## config.mk

```make
export PLATFORM = sky130hd
export DESIGN_NAME = wireout_commit_sequencer
export DESIGN_NICKNAME = d
export VERILOG_FILES = /design/src/rtl/okwire_pkg.sv /design/src/rtl/rr_arbiter.sv /design/src/rtl/wireout_commit_sequencer.sv
export SDC_FILE = /design/constraint.sdc
export NUM_CORES = 1
export LEC_CHECK = 0
export ABC_AREA = 1
export ABC_CLOCK_PERIOD_IN_PS = 7700
export CORE_MARGIN = 5
export CORE_UTILIZATION = 55
export CTS_CLUSTER_SIZE = 28
export DETAILED_ROUTE_END_ITERATION = 8
export PLACE_DENSITY = 0.86
export SYNTH_ARGS = -nofsm -noshare
export SYNTH_HDL_FRONTEND = slang
export SYNTH_SLANG_ARGS = --single-unit
```

## constraint.sdc

```tcl
create_clock -name ti_clock -period 7.7 [get_ports ti_clock]
set_input_delay 1.54 -clock ti_clock [delete_from_list [all_inputs] [get_ports ti_clock]]
set_output_delay 1.54 -clock ti_clock [all_outputs]
set_load 0.05 [all_outputs]
```

## src/rtl/okwire_pkg.sv

```systemverilog
// Shared host-interface definitions: wire width, Wire Out address window and
// the commit sequencer state encoding.
package okwire_pkg;

    localparam int unsigned OK_WIRE_W = 16;
    localparam logic [7:0]  OK_WIREOUT_ADDR_MIN = 8'h20;
    localparam logic [7:0]  OK_WIREOUT_ADDR_MAX = 8'h3F;

    typedef enum logic {
        ACCEPT = 1'b0,
        COMMIT = 1'b1
    } seq_state_t;

    // Index width for n items, never narrower than one bit.
    function automatic int unsigned idx_width(input int unsigned n);
        return (n > 1) ? $clog2(n) : 1;
    endfunction

endpackage

```

## src/rtl/rr_arbiter.sv

```systemverilog
// Round-robin arbiter: one-hot grant to the first asserted request at or after
// the pointer, plus the winner index. Reusable by other host-interface schedulers.
module rr_arbiter
    import okwire_pkg::*;
#(
    parameter int unsigned NUM_REQ = 4,
    localparam int unsigned RR_W   = idx_width(NUM_REQ)
) (
    input  logic [NUM_REQ-1:0] req_i,
    input  logic [RR_W-1:0]    rr_i,
    output logic [NUM_REQ-1:0] gnt_o,
    output logic [RR_W-1:0]    win_o
);

    logic            found;
    logic [RR_W-1:0] k;

    always_comb begin
        gnt_o = '0;
        win_o = '0;
        found = 1'b0;
        k     = '0;
        for (int i = 0; i < int'(NUM_REQ); i++) begin
            k = RR_W'((int'(32'(rr_i)) + i) % int'(NUM_REQ));
            if (!found && req_i[k]) begin
                gnt_o[k] = 1'b1;
                win_o    = k;
                found    = 1'b1;
            end
        end
    end

endmodule

```

## src/rtl/wireout_commit_sequencer.sv

```systemverilog
// Shares a bank of Wire Out endpoints among requesters; staged words commit
// atomically outside ti_wireupdate cycles. Optional stats: WIREOUT_SEQ_STATS_EN.
module wireout_commit_sequencer
    import okwire_pkg::*;
#(
    parameter int unsigned NUM_REQ   = 4,
    parameter int unsigned NUM_WIRES = 8,
    parameter logic [7:0]  BASE_ADDR = 8'h20,
    localparam int unsigned IDX_W    = idx_width(NUM_WIRES)
) (
    input  logic                           ti_clock,
    input  logic                           ti_reset,
    input  logic                           ti_wireupdate,
    input  logic [NUM_REQ-1:0]             req_valid,
    output logic [NUM_REQ-1:0]             req_ready,
    input  logic [NUM_REQ*IDX_W-1:0]       req_index,
    input  logic [NUM_REQ*OK_WIRE_W-1:0]   req_data,
    input  logic [NUM_REQ-1:0]             req_last,
    output logic [NUM_WIRES*OK_WIRE_W-1:0] wire_data,
    output logic                           commit_pending,
    output logic [15:0]                    stat_commits,
    output logic [15:0]                    stat_defers
);

    localparam int unsigned RR_W = idx_width(NUM_REQ);

    if (NUM_REQ < 1 || NUM_REQ > 8 || NUM_WIRES < 1 || NUM_WIRES > 32 ||
        BASE_ADDR < OK_WIREOUT_ADDR_MIN ||
        (int'(32'(BASE_ADDR)) + int'(NUM_WIRES) - 1) > int'(32'(OK_WIREOUT_ADDR_MAX))) begin : g_bad_cfg
        $error("wireout_commit_sequencer: parameters outside the Wire Out window");
    end

    seq_state_t           state_q, state_d;
    logic [RR_W-1:0]      rr_q;
    logic [RR_W-1:0]      win;
    logic [NUM_REQ-1:0]   gnt;
    logic [OK_WIRE_W-1:0] staging_q [NUM_WIRES];
    logic [OK_WIRE_W-1:0] live_q    [NUM_WIRES];
    logic [NUM_WIRES-1:0] dirty_q;
    logic                 xfer;
    logic                 do_commit;
    logic [IDX_W-1:0]     w_idx;
    logic [OK_WIRE_W-1:0] w_data;
    logic                 w_last;

    rr_arbiter #(.NUM_REQ(NUM_REQ)) u_arb (
        .req_i (req_valid),
        .rr_i  (rr_q),
        .gnt_o (gnt),
        .win_o (win)
    );

    // Winning requester's payload and the two events that touch the banks.
    always_comb begin
        w_idx     = req_index[32'(win)*IDX_W +: IDX_W];
        w_data    = req_data[32'(win)*OK_WIRE_W +: OK_WIRE_W];
        w_last    = req_last[win];
        xfer      = (state_q == ACCEPT) && (|(req_valid & req_ready));
        do_commit = (state_q == COMMIT) && !ti_wireupdate;
    end

    always_ff @(posedge ti_clock) begin
        if (ti_reset) begin
            state_q <= ACCEPT;
        end else begin
            state_q <= state_d;
        end
    end

    always_comb begin
        state_d = state_q;
        case (state_q)
            ACCEPT:  if (xfer && w_last) state_d = COMMIT;
            COMMIT:  if (!ti_wireupdate) state_d = ACCEPT;
            default: state_d = ACCEPT;
        endcase
    end

    always_comb begin
        req_ready      = '0;
        commit_pending = 1'b0;
        if (!ti_reset && state_q == ACCEPT) req_ready = gnt;
        if (state_q == COMMIT) commit_pending = 1'b1;
    end

    // Out-of-range indices complete the handshake but leave the banks alone.
    always_ff @(posedge ti_clock) begin
        if (ti_reset) begin
            rr_q    <= '0;
            dirty_q <= '0;
            for (int k = 0; k < int'(NUM_WIRES); k++) begin
                staging_q[k] <= '0;
                live_q[k]    <= '0;
            end
        end else begin
            if (xfer) begin
                rr_q <= (32'(win) == NUM_REQ - 1) ? '0 : win + RR_W'(1);
                if (32'(w_idx) < NUM_WIRES) begin
                    staging_q[w_idx] <= w_data;
                    dirty_q[w_idx]   <= 1'b1;
                end
            end
            if (do_commit) begin
                for (int k = 0; k < int'(NUM_WIRES); k++) begin
                    if (dirty_q[k]) live_q[k] <= staging_q[k];
                end
                dirty_q <= '0;
            end
        end
    end

    always_comb begin
        wire_data = '0;
        for (int k = 0; k < int'(NUM_WIRES); k++) begin
            wire_data[k*OK_WIRE_W +: OK_WIRE_W] = live_q[k];
        end
    end

`ifdef WIREOUT_SEQ_STATS_EN
    logic [15:0] commits_q;
    logic [15:0] defers_q;

    // Saturating event counters.
    always_ff @(posedge ti_clock) begin
        if (ti_reset) begin
            commits_q <= '0;
            defers_q  <= '0;
        end else begin
            if (do_commit && commits_q != 16'hFFFF) commits_q <= commits_q + 16'd1;
            if (state_q == COMMIT && ti_wireupdate && defers_q != 16'hFFFF)
                defers_q <= defers_q + 16'd1;
        end
    end

    assign stat_commits = commits_q;
    assign stat_defers  = defers_q;
`else
    assign stat_commits = '0;
    assign stat_defers  = '0;
`endif

endmodule

```

==> reports/results.ini, run 1 <==
[outcome]
status = completed

[power_and_ir_drop]
leakagePower_nw = 6.12
max-vdd-ir-drop_uv = 200
p_per_area_nw_per_um2 = 355
totalPowerFinal_mw = 5.20
internal_power_mw = 3.10
power_frac_clock_pct = 24.6
p_sw_mw = 2.10
pwr-share-comb_pct = 37.6
pwr-share-seq_pct = 37.8
switching_share_pct = 40.5

[sta]
slew_violations = 0
whs_ns = 0.470
rsz0062_at_grt = no
post-route-period-util_pct = 70.5
fin_setup_tns_ns = 0
relSlewSlack_pct = 13.9
setup_viol_count_final = 0
clock_skew_ns = 0.0157
max_freq_mhz = 184
min_period_ns = 5.43
tightest_slew_ns = 1.28
hold_violations = 0

[route]
routed_wirelength_um = 27200
drc = 0
vias = 8149
firstDrtPassIters = 6
post_drt_wl_per_cell_um = 16.7
ant_nets = 0
drt_iter0_drc = 652
vias_per_cell = 5.00

[synthesis]
synth_top_family_by_area = simple AND/OR/NAND/NOR gates
synth_area_leader_cell = edfxtp_1
syn_inst = 1120
synthAdderAreaFrac_pct = 0.756
synthSimpleGateAreaFrac_pct = 19.2
synth_area_um2 = 11600
synth_warnings = 0
yosysUniqueCellTypes = 31
ys_ff_latch = 267
synth-compound-area-share_pct = 3.85
synth_xor_area_share_pct = 0.0756
syn_avg_cell_area_um2 = 10.3
synthMuxAreaShare_pct = 0
netlist.area_leader.share_pct = 58.1
synth.yosys.seq_area_share_pct = 65.5
synthTopCellsByArea = edfxtp_1 58%, nor2_1 8.2%, dfxtp_1 7.4%

[global_routing]
grtUsageTotal_pct = 22.2
antenna_found_initial = 0
grt_pass1_wl_um = 42000
grt_max_degree = 44
grt.overflow.total = 0
grt_pass1_vias = 7858

[cts]
h-tree-depth = 1
hold_buffers = 0
cts_tree = yes
root_buffer = clkbuf_16
cts_resized = 0
clkSinkCount = 267
cts_made_buffers = 25
cts.reportedPaths.clkPinSlew_ns = 0.06
clockBufferDepth = 3
clkLatencyLatePin_ns = 0.52
postCtsSetupBuffers = 0

[worst_setup_path]
cp_cell_sequence = clkdlybuf4s50_1 > inv_1 > nand2_1 > nand3_2 > nand2_4 > nor2_4 > nand3_1 > nand3_1 > nand2_1 > inv_1 > clkdlybuf4s50_1
start_kind = input port
cp_max_fo = 11
cp-end-kind = primary output
critical_path.reg2reg.startpoint = rr_q[0]
timing.rr.end = staging_q[4][14]
crit_slowest_cell = clkdlybuf4s50_1
reg2reg_slack_ns = 3.28
slowest_delay_ns = 0.80
worstPathRequired_ns = 6.16
worst-endpoint-arrival_ns = 3.89
reg2regPathDepth = 14
path_class = input port to primary output

[hold_path]
min-delay-start = dirty_q[7]
worstHoldPathType = flop to flop
hold_path_end = dirty_q[7]
hold_path_depth = 2

[floorplanning]
pin_count = 252
fp-row-count = 53
coreArea_um2 = 20900
die_x_um = 155
start_util_pct = 55.5
die_area_um2 = 24100
die_h_um = 155

[layout]
final_nets = 1429
utilization_pct = 70.2
num-fill-cells = 1472
antenna_cells = 0
drive_gt1_share_pct = 8.12
area_growth_pct = 26.5

[flow_run]
max-cap-violations = 0

[place]
gp_congestion = 0.842
port_buffers = 219
dp_hpwl_um = 19200

## cells in the final DEF (no fill, tap or decap), drive strengths merged, types with 7 or more instances in the layout
cell and count:
nand3 60, nand2 160, a21oi 16, conb 32
clkbuf 35, clkdlybuf4s50 219, inv 198, dfxtp 43
nor2 272, edfxtp 224, o21ai 61, ha 7
## synth_stat cells (all sizes together)
master	instances
clkinv	1
nand3	60
a21oi	16
inv	197
conb	1
ha	7
nand2	160
edfxtp	224
a21boi	5
o21ai	61
dfxtp	43
xnor2	1
nor2	272
clkbuf	14
nand3b	4
buf	54
## state kept, by name, summed over array words and instances (netlist names)
name,cells
rr_q,2
staging_q,128
state_q,1
dirty_q,8
live_q,128
## worst max-delay path by stage
| stage | end | from | slack [ns] | cells past startpoint |
|---|---|---|---|---|
| 2_1_floorplan | req_ready[1] | req_valid[3] | 3.55 | 10 |
| 3_3_place_gp | req_ready[0] | req_valid[3] | 2.34 | 11 |
| 3_5_place_dp | req_ready[0] | req_valid[3] | 2.30 | 11 |
| 4_1_cts | req_ready[0] | req_valid[3] | 2.29 | 11 |
| 5_1_grt | req_ready[1] | req_valid[3] | 2.13 | 11 |
| 6_report | req_ready[0] | req_valid[3] | 2.27 | 11 |
## power groups by stage
stage | logic [mW] | registers, mW | clock network, mW
3_3_place_gp | 1.87 | 1.98 | 0
3_5_place_dp | 1.93 | 1.99 | 0
5_1_grt | 2.10 | 1.98 | 1.36
6_report | 1.96 | 1.96 | 1.28
4_1_cts | 1.94 | 1.96 | 1.29
2_1_floorplan | 1.22 | 2.11 | 0
## worst max-delay path: cells and delay by family
kind	cells	cell delay, ns
buf+inv	4	1.46
simple gates	7	0.88
## logic make-up (layout without fill, tap and decap cells)
group / after synthesis / in the layout
buffers and inverters: 266 / 469
AOI/OAI and AO/OA: 82 / 82
DFF: 267 / 267
xor gates and xnor gates: 1 / 1
and+or+nand+nor: 496 / 496
other: 1 / 32
adders and majority gates: 7 / 7
## per-layer routing
layer  vias to the layer above  part of all wire (%)  track usage [%]
met1                      3759                    37             27.9
met5                         -                     0                0
li1                       3898                     -                -
met3                        70                    10             4.70
met2                       422                    50             38.3
met4                         0                   3.5             7.44
## cell type report
type	instances	area [µm²]	area share, %
Inverter	198	746	5.09
Clock buffer	35	673	4.59
Timing Repair Buffer	225	2240	15.3
Clock inverter	11	181	1.24
Multi-Input combinational cell	618	2890	19.7
Sequential cell	267	7590	51.8
Tap cell	275	344	2.35
## through the flow
stage,instance area (µm²),cells,setup WS (ns)
CTS,14700,1629,2.29
global route,14700,1629,2.13
finish,14700,1629,2.27
detailed placement,13800,1583,2.30
floorplan,11700,1151,3.55
global placement,13800,1583,2.34
Note: power is estimated with default switching activity, not from simulation.
==> run 2, diff against run 1 <==
--- a/config.mk
+++ b/config.mk
@@ -6,12 +6,12 @@
 export NUM_CORES = 1
 export LEC_CHECK = 0
 export ABC_AREA = 1
-export ABC_CLOCK_PERIOD_IN_PS = 7700
+export ABC_CLOCK_PERIOD_IN_PS = 5210
 export CORE_MARGIN = 5
-export CORE_UTILIZATION = 55
+export CORE_UTILIZATION = 51
 export CTS_CLUSTER_SIZE = 28
 export DETAILED_ROUTE_END_ITERATION = 8
-export PLACE_DENSITY = 0.86
+export PLACE_DENSITY = 0.8
 export SYNTH_ARGS = -nofsm -noshare
 export SYNTH_HDL_FRONTEND = slang
 export SYNTH_SLANG_ARGS = --single-unit
==> constraint.sdc (replaced) <==
create_clock -name ti_clock -period 5.21 [get_ports ti_clock]
set_input_delay 1.042 -clock ti_clock [delete_from_list [all_inputs] [get_ports ti_clock]]
set_output_delay 1.042 -clock ti_clock [all_outputs]
set_load 0.05 [all_outputs]
==> reports/results.ini, run 2 (synthesized netlist as in run 1, its figures left out) <==
[outcome]
status = completed

[power_and_ir_drop]
p_per_area_nw_per_um2 = 515
max-vdd-ir-drop_uv = 268
leakagePower_nw = 6.12
pwr-share-seq_pct = 38.3
switching_share_pct = 41.2
pwr-share-comb_pct = 38.4
internal_power_mw = 4.44
power_frac_clock_pct = 23.3
p_sw_mw = 3.11

[global_routing]
grt_max_degree = 44
antenna_found_initial = 0
grt_pass1_wl_um = 40900
grt.overflow.total = 0
grt_pass1_vias = 7780
grtUsageTotal_pct = 20.0

[sta]
setup_viol_count_final = 0
post-route-period-util_pct = 87.7
fin_setup_tns_ns = 0
clock_skew_ns = 0.0146
tightest_slew_ns = 0.834
rsz0062_at_grt = no
setup_slack_ns = 0.643
max_freq_mhz = 219
relSlewSlack_pct = 44.2
slew_violations = 0
min_period_ns = 4.57
hold_violations = 0

[cts]
clockBufferDepth = 3
postCtsSetupBuffers = 0
clkLatencyLatePin_ns = 0.53
hold_buffers = 0
cts_tree = yes
cts.reportedPaths.clkPinSlew_ns = 0.06
h-tree-depth = 1
cts_made_buffers = 27
cts_resized = 0
clkSinkCount = 267
root_buffer = clkbuf_16

[flow_run]
max-cap-violations = 0

[place]
dp_cells = 1597
post-place-ws_ns = 0.700
dp_hpwl_um = 18900
gp_congestion = 0.881
placed_area_um2 = 13800
port_buffers = 219

[worst_setup_path]
worstPathRequired_ns = 4.17
worst-endpoint-arrival_ns = 3.52
cp-end-kind = primary output
reg2reg_slack_ns = 0.95
cp_max_fo = 14
path_class = flop to primary output
start_kind = flop

[layout]
final_cell_mix = 253 x nor2_1, 224 x edfxtp_1, 219 x clkdlybuf4s50_1
drive_gt1_share_pct = 8.30
area_growth_pct = 26.4
multi_input_area_um2 = 2890
final_nets = 1435
fin_area_um2 = 14600
instances_no_fill = 1647
num-fill-cells = 1680
final_common_cell = nor2_1
seqCellArea_um2 = 7590
antenna_cells = 0
reg.largest.list = live_q x128, staging_q x128, dirty_q x8

[route]
vias_per_cell = 4.87
ant_nets = 0
routed_wirelength_um = 26500
vias = 8016
post_drt_wl_per_cell_um = 16.1
firstDrtPassIters = 5
drt_iter0_drc = 548
drc = 0

[floorplanning]
fp-row-count = 55
die_x_um = 161
pin_count = 252
start_util_pct = 51.5
coreArea_um2 = 22500
die_area_um2 = 25800
die_h_um = 161

[hold_path]
worstHoldPathType = flop to flop

-- run 2: changes by cell type in the layout (fill, tap and decap cells not counted) --
cell       delta
buf_4         +4
bufinv_16     -4
clkbuf_16     +2
clkbuf_8      -1
clkinv_1      +5
clkinv_2      +1
clkinv_4      +1
-- run 2: worst max-delay path, cell delays in order (launching register included) --
cell and delay [ns]:
dfxtp_1 0.71, inv_4 0.17, ha_1 0.41, inv_1 0.11, nand3_1 0.10, nand2_1 0.09
nor2_4 0.22, nand3_1 0.11, nand3_1 0.15, nand2_1 0.07, inv_1 0.06, clkdlybuf4s50_1 0.79
-- run 2: cell type report --
type | instances | area share [%]
Timing Repair Buffer | 229 | 15.5
Clock buffer | 36 | 4.84
Multi-Input combinational cell | 618 | 19.7
Inverter | 198 | 5.09
Clock inverter | 14 | 0.641
Sequential cell | 267 | 51.8
Tap cell | 285 | 2.43
-- run 2: final timing paths --
path / endpoint / startpoint / depth (start not counted)
setup reg to reg: staging_q[0][1] / rr_q[0] / 14
hold / removal: dirty_q[6] / dirty_q[6] / 2
setup / recovery: req_ready[3] / rr_q[0] / 11
hold reg to reg: dirty_q[6] / dirty_q[6] / 2
-- run 2: power groups by stage --
| stage | Clock, mW | Combinational (mW) | Sequential (mW) |
|---|---|---|---|
| finish | 1.76 | 2.90 | 2.89 |
| global route | 1.87 | 3.13 | 2.93 |
| CTS | 1.77 | 2.89 | 2.89 |
| detailed placement | 0 | 2.86 | 2.94 |
| global placement | 0 | 2.80 | 2.92 |
| floorplan | 0 | 1.80 | 3.12 |
-- run 2: layer usage --
layer  wire length, µm  global-route usage, %  vias up
met2             12800                   33.7      373
li1                  -                      -     3916
met3              2440                   5.00       51
met5                 0                      0        -
met4               873                   6.98        0
met1             10400                   25.4     3676
-- run 2: stage by stage --
| stage | power, mW | hold WS, ns | util, % |
|---|---|---|---|
| 2_1_floorplan | 4.93 | 0.441 | - |
| 3_3_place_gp | 5.72 | 0.454 | 61.5 |
| 3_5_place_dp | 5.80 | 0.457 | 61.5 |
| 4_1_cts | 7.55 | 0.467 | 65.1 |
| 5_1_grt | 7.93 | 0.494 | 65.1 |
| 6_report | 7.55 | 0.466 | 65.1 |
==> run 3, diff against run 2 <==
--- a/config.mk
+++ b/config.mk
@@ -5,7 +5,6 @@
 export SDC_FILE = /design/constraint.sdc
 export NUM_CORES = 1
 export LEC_CHECK = 0
-export ABC_AREA = 1
 export ABC_CLOCK_PERIOD_IN_PS = 5210
 export CORE_MARGIN = 5
 export CORE_UTILIZATION = 51
==> reports/results.ini, run 3 <==
[route]
drt_iter0_drc = 509
vias_per_cell = 5.40
ant_nets = 0
routed_wirelength_um = 27600
firstDrtPassIters = 5
drc = 0
vias = 7438
post_drt_wl_per_cell_um = 20.0

[synthesis]
synth_top_family_by_area = simple AND/OR/NAND/NOR gates
synth_commonest_cells = 224 x edfxtp_1, 109 x nor2_1, 96 x and3_1, 69 x mux2i_1, 46 x inv_1
synth_xor_area_share_pct = 0.0750
syn_inst = 857
ys_ff_latch = 267
synth_edf_count = 224
ys.flop_type = edfxtp_1
synth_area_um2 = 11700
synth-compound-area-share_pct = 5.19
synth_warnings = 0
synthSimpleGateAreaFrac_pct = 14.2
synth_area_leader_cell = edfxtp_1
yosysMostFrequentCell = edfxtp_1
yosysUniqueCellTypes = 65
syn_avg_cell_area_um2 = 13.6
async_flop_share_pct = 0
synth.yosys.seq_area_share_pct = 65.0
synthMuxAreaShare_pct = 8.81
netlist.area_leader.share_pct = 57.6
synthAdderAreaFrac_pct = 0.750
synthTopCellsByArea = edfxtp_1 58%, dfxtp_1 7.4%, mux2i_1 5.9%

[flow_run]
max-cap-violations = 0

[floorplanning]
die_x_um = 161
coreArea_um2 = 22600
fp-row-count = 55
die_area_um2 = 26000
start_util_pct = 51.7
die_h_um = 161
pin_count = 252

[place]
dp_cells = 1329
gp_congestion = 0.845
post-place-ws_ns = 0.339
placed_area_um2 = 14000
port_buffers = 219
dp_hpwl_um = 19300

[global_routing]
grt_pass1_vias = 7369
grtUsageTotal_pct = 20.6
grt_max_degree = 64
grt.overflow.total = 0
grt_pass1_wl_um = 42000
antenna_found_initial = 1

[cts]
clockBufferDepth = 3
h-tree-depth = 1
cts_tree = yes
cts.reportedPaths.clkPinSlew_ns = 0.06
postCtsSetupBuffers = 0
hold_buffers = 0
clkSinkCount = 267
cts_resized = 0
cts_made_buffers = 26
root_buffer = clkbuf_16
clkLatencyLatePin_ns = 0.53

[layout]
utilization_pct = 65.7
fin_area_um2 = 14800
drive_gt1_share_pct = 10.6
reg.largest.list = live_q x128, staging_q x128, dirty_q x8
final_nets = 1166
antenna_cells = 0
final_cell_mix = 224 x edfxtp_1, 214 x clkdlybuf4s50_1, 109 x nor2_1
final_common_cell = edfxtp_1
area_growth_pct = 27.1
num-fill-cells = 1655
instances_no_fill = 1377

[power_and_ir_drop]
leakagePower_nw = 6.08
totalPowerFinal_mw = 7.39
p_per_area_nw_per_um2 = 498
max-vdd-ir-drop_uv = 364

[sta]
setup_slack_ns = 0.777
clock_skew_ns = 0.0315
post-route-period-util_pct = 85.1
relSlewSlack_pct = 29.6
whs_ns = 0.477
max_freq_mhz = 226
rsz0062_at_grt = no
min_period_ns = 4.43
tightest_slew_ns = 1.05
setup_viol_count_final = 0
hold_violations = 0
fin_setup_tns_ns = 0
slew_violations = 0

[worst_setup_path]
cp_cell_sequence = clkdlybuf4s50_1 > mux4_2 > nor2b_1 > nor3b_2 > a22oi_1 > nor2_1 > buf_4
worst-endpoint-arrival_ns = 3.39
cp_max_fo = 12
crit_slowest_cell = mux4_2
cp-end-kind = primary output
start_kind = input port
slowest_delay_ns = 0.66
worstPathRequired_ns = 4.17
path_class = input port to primary output

[outcome]
status = completed

[hold_path]
worstHoldPathType = flop to flop

run 3: changes by cell type after synthesis, moves of 17 or more:
cell,previous run,this run
inv_2,17,0
inv_1,179,46
nor2_1,253,109
and3_1,0,96
nand2b_1,0,40
mux2i_1,0,69
o21ai_0,49,7
mux2_2,0,20
nand2_1,138,14
nand3_1,54,1
run 3: cell type report:
class | instances | area [µm²] | share of cell area [%]
clock inverters | 4 | 38.8 | 0.261
well taps | 285 | 357 | 2.40
repair buffers | 237 | 2310 | 15.6
inverters | 46 | 173 | 1.16
multi-input cells | 494 | 3540 | 23.9
clock buffers | 44 | 830 | 5.59
flip-flops and latches | 267 | 7590 | 51.1
run 3: critical path: cells and delay by family:
family / cells / cell delay (ns)
AO/OA/AOI/OAI: 1 / 0.15
buffers and inverters: 2 / 0.82
multiplexers: 1 / 0.66
AND/OR/NAND/NOR: 3 / 0.70
run 3: report_power, final:
| group | switching, mW | internal, mW |
|---|---|---|
| sequential | 0.152 | 2.74 |
| clock | 0.771 | 1.09 |
| combinational | 1.79 | 0.852 |
| total | 2.71 | 4.68 |
run 3: final timing paths:
kind	start	endpoint	slack, ns	cells past startpoint
worst max-delay path	req_valid[2]	req_ready[3]	0.78	7
worst max register to register	rr_q[0]	staging_q[2][13]	0.84	10
worst min-delay path	dirty_q[6]	dirty_q[6]	0.48	1
worst min register to register	dirty_q[6]	dirty_q[6]	0.48	1
run 3: logic make-up after synthesis:
| kind of cell | count (synthesis) |
|---|---|
| AO/OA/AOI/OAI | 67 |
| XOR/XNOR | 1 |
| adder cells (fa/ha/maj) | 7 |
| buffers and inverters | 127 |
| flip-flops | 267 |
| multiplexers | 94 |
| other | 1 |
| AND/OR/NAND/NOR | 293 |
run 3: metal layers:
layer / share of wire, % / global-route usage (%)
met1: 38 / 25.7
met2: 50 / 36.5
met3: 8.7 / 4.67
met5: 0.051 / 0
met4: 2.4 / 5.51
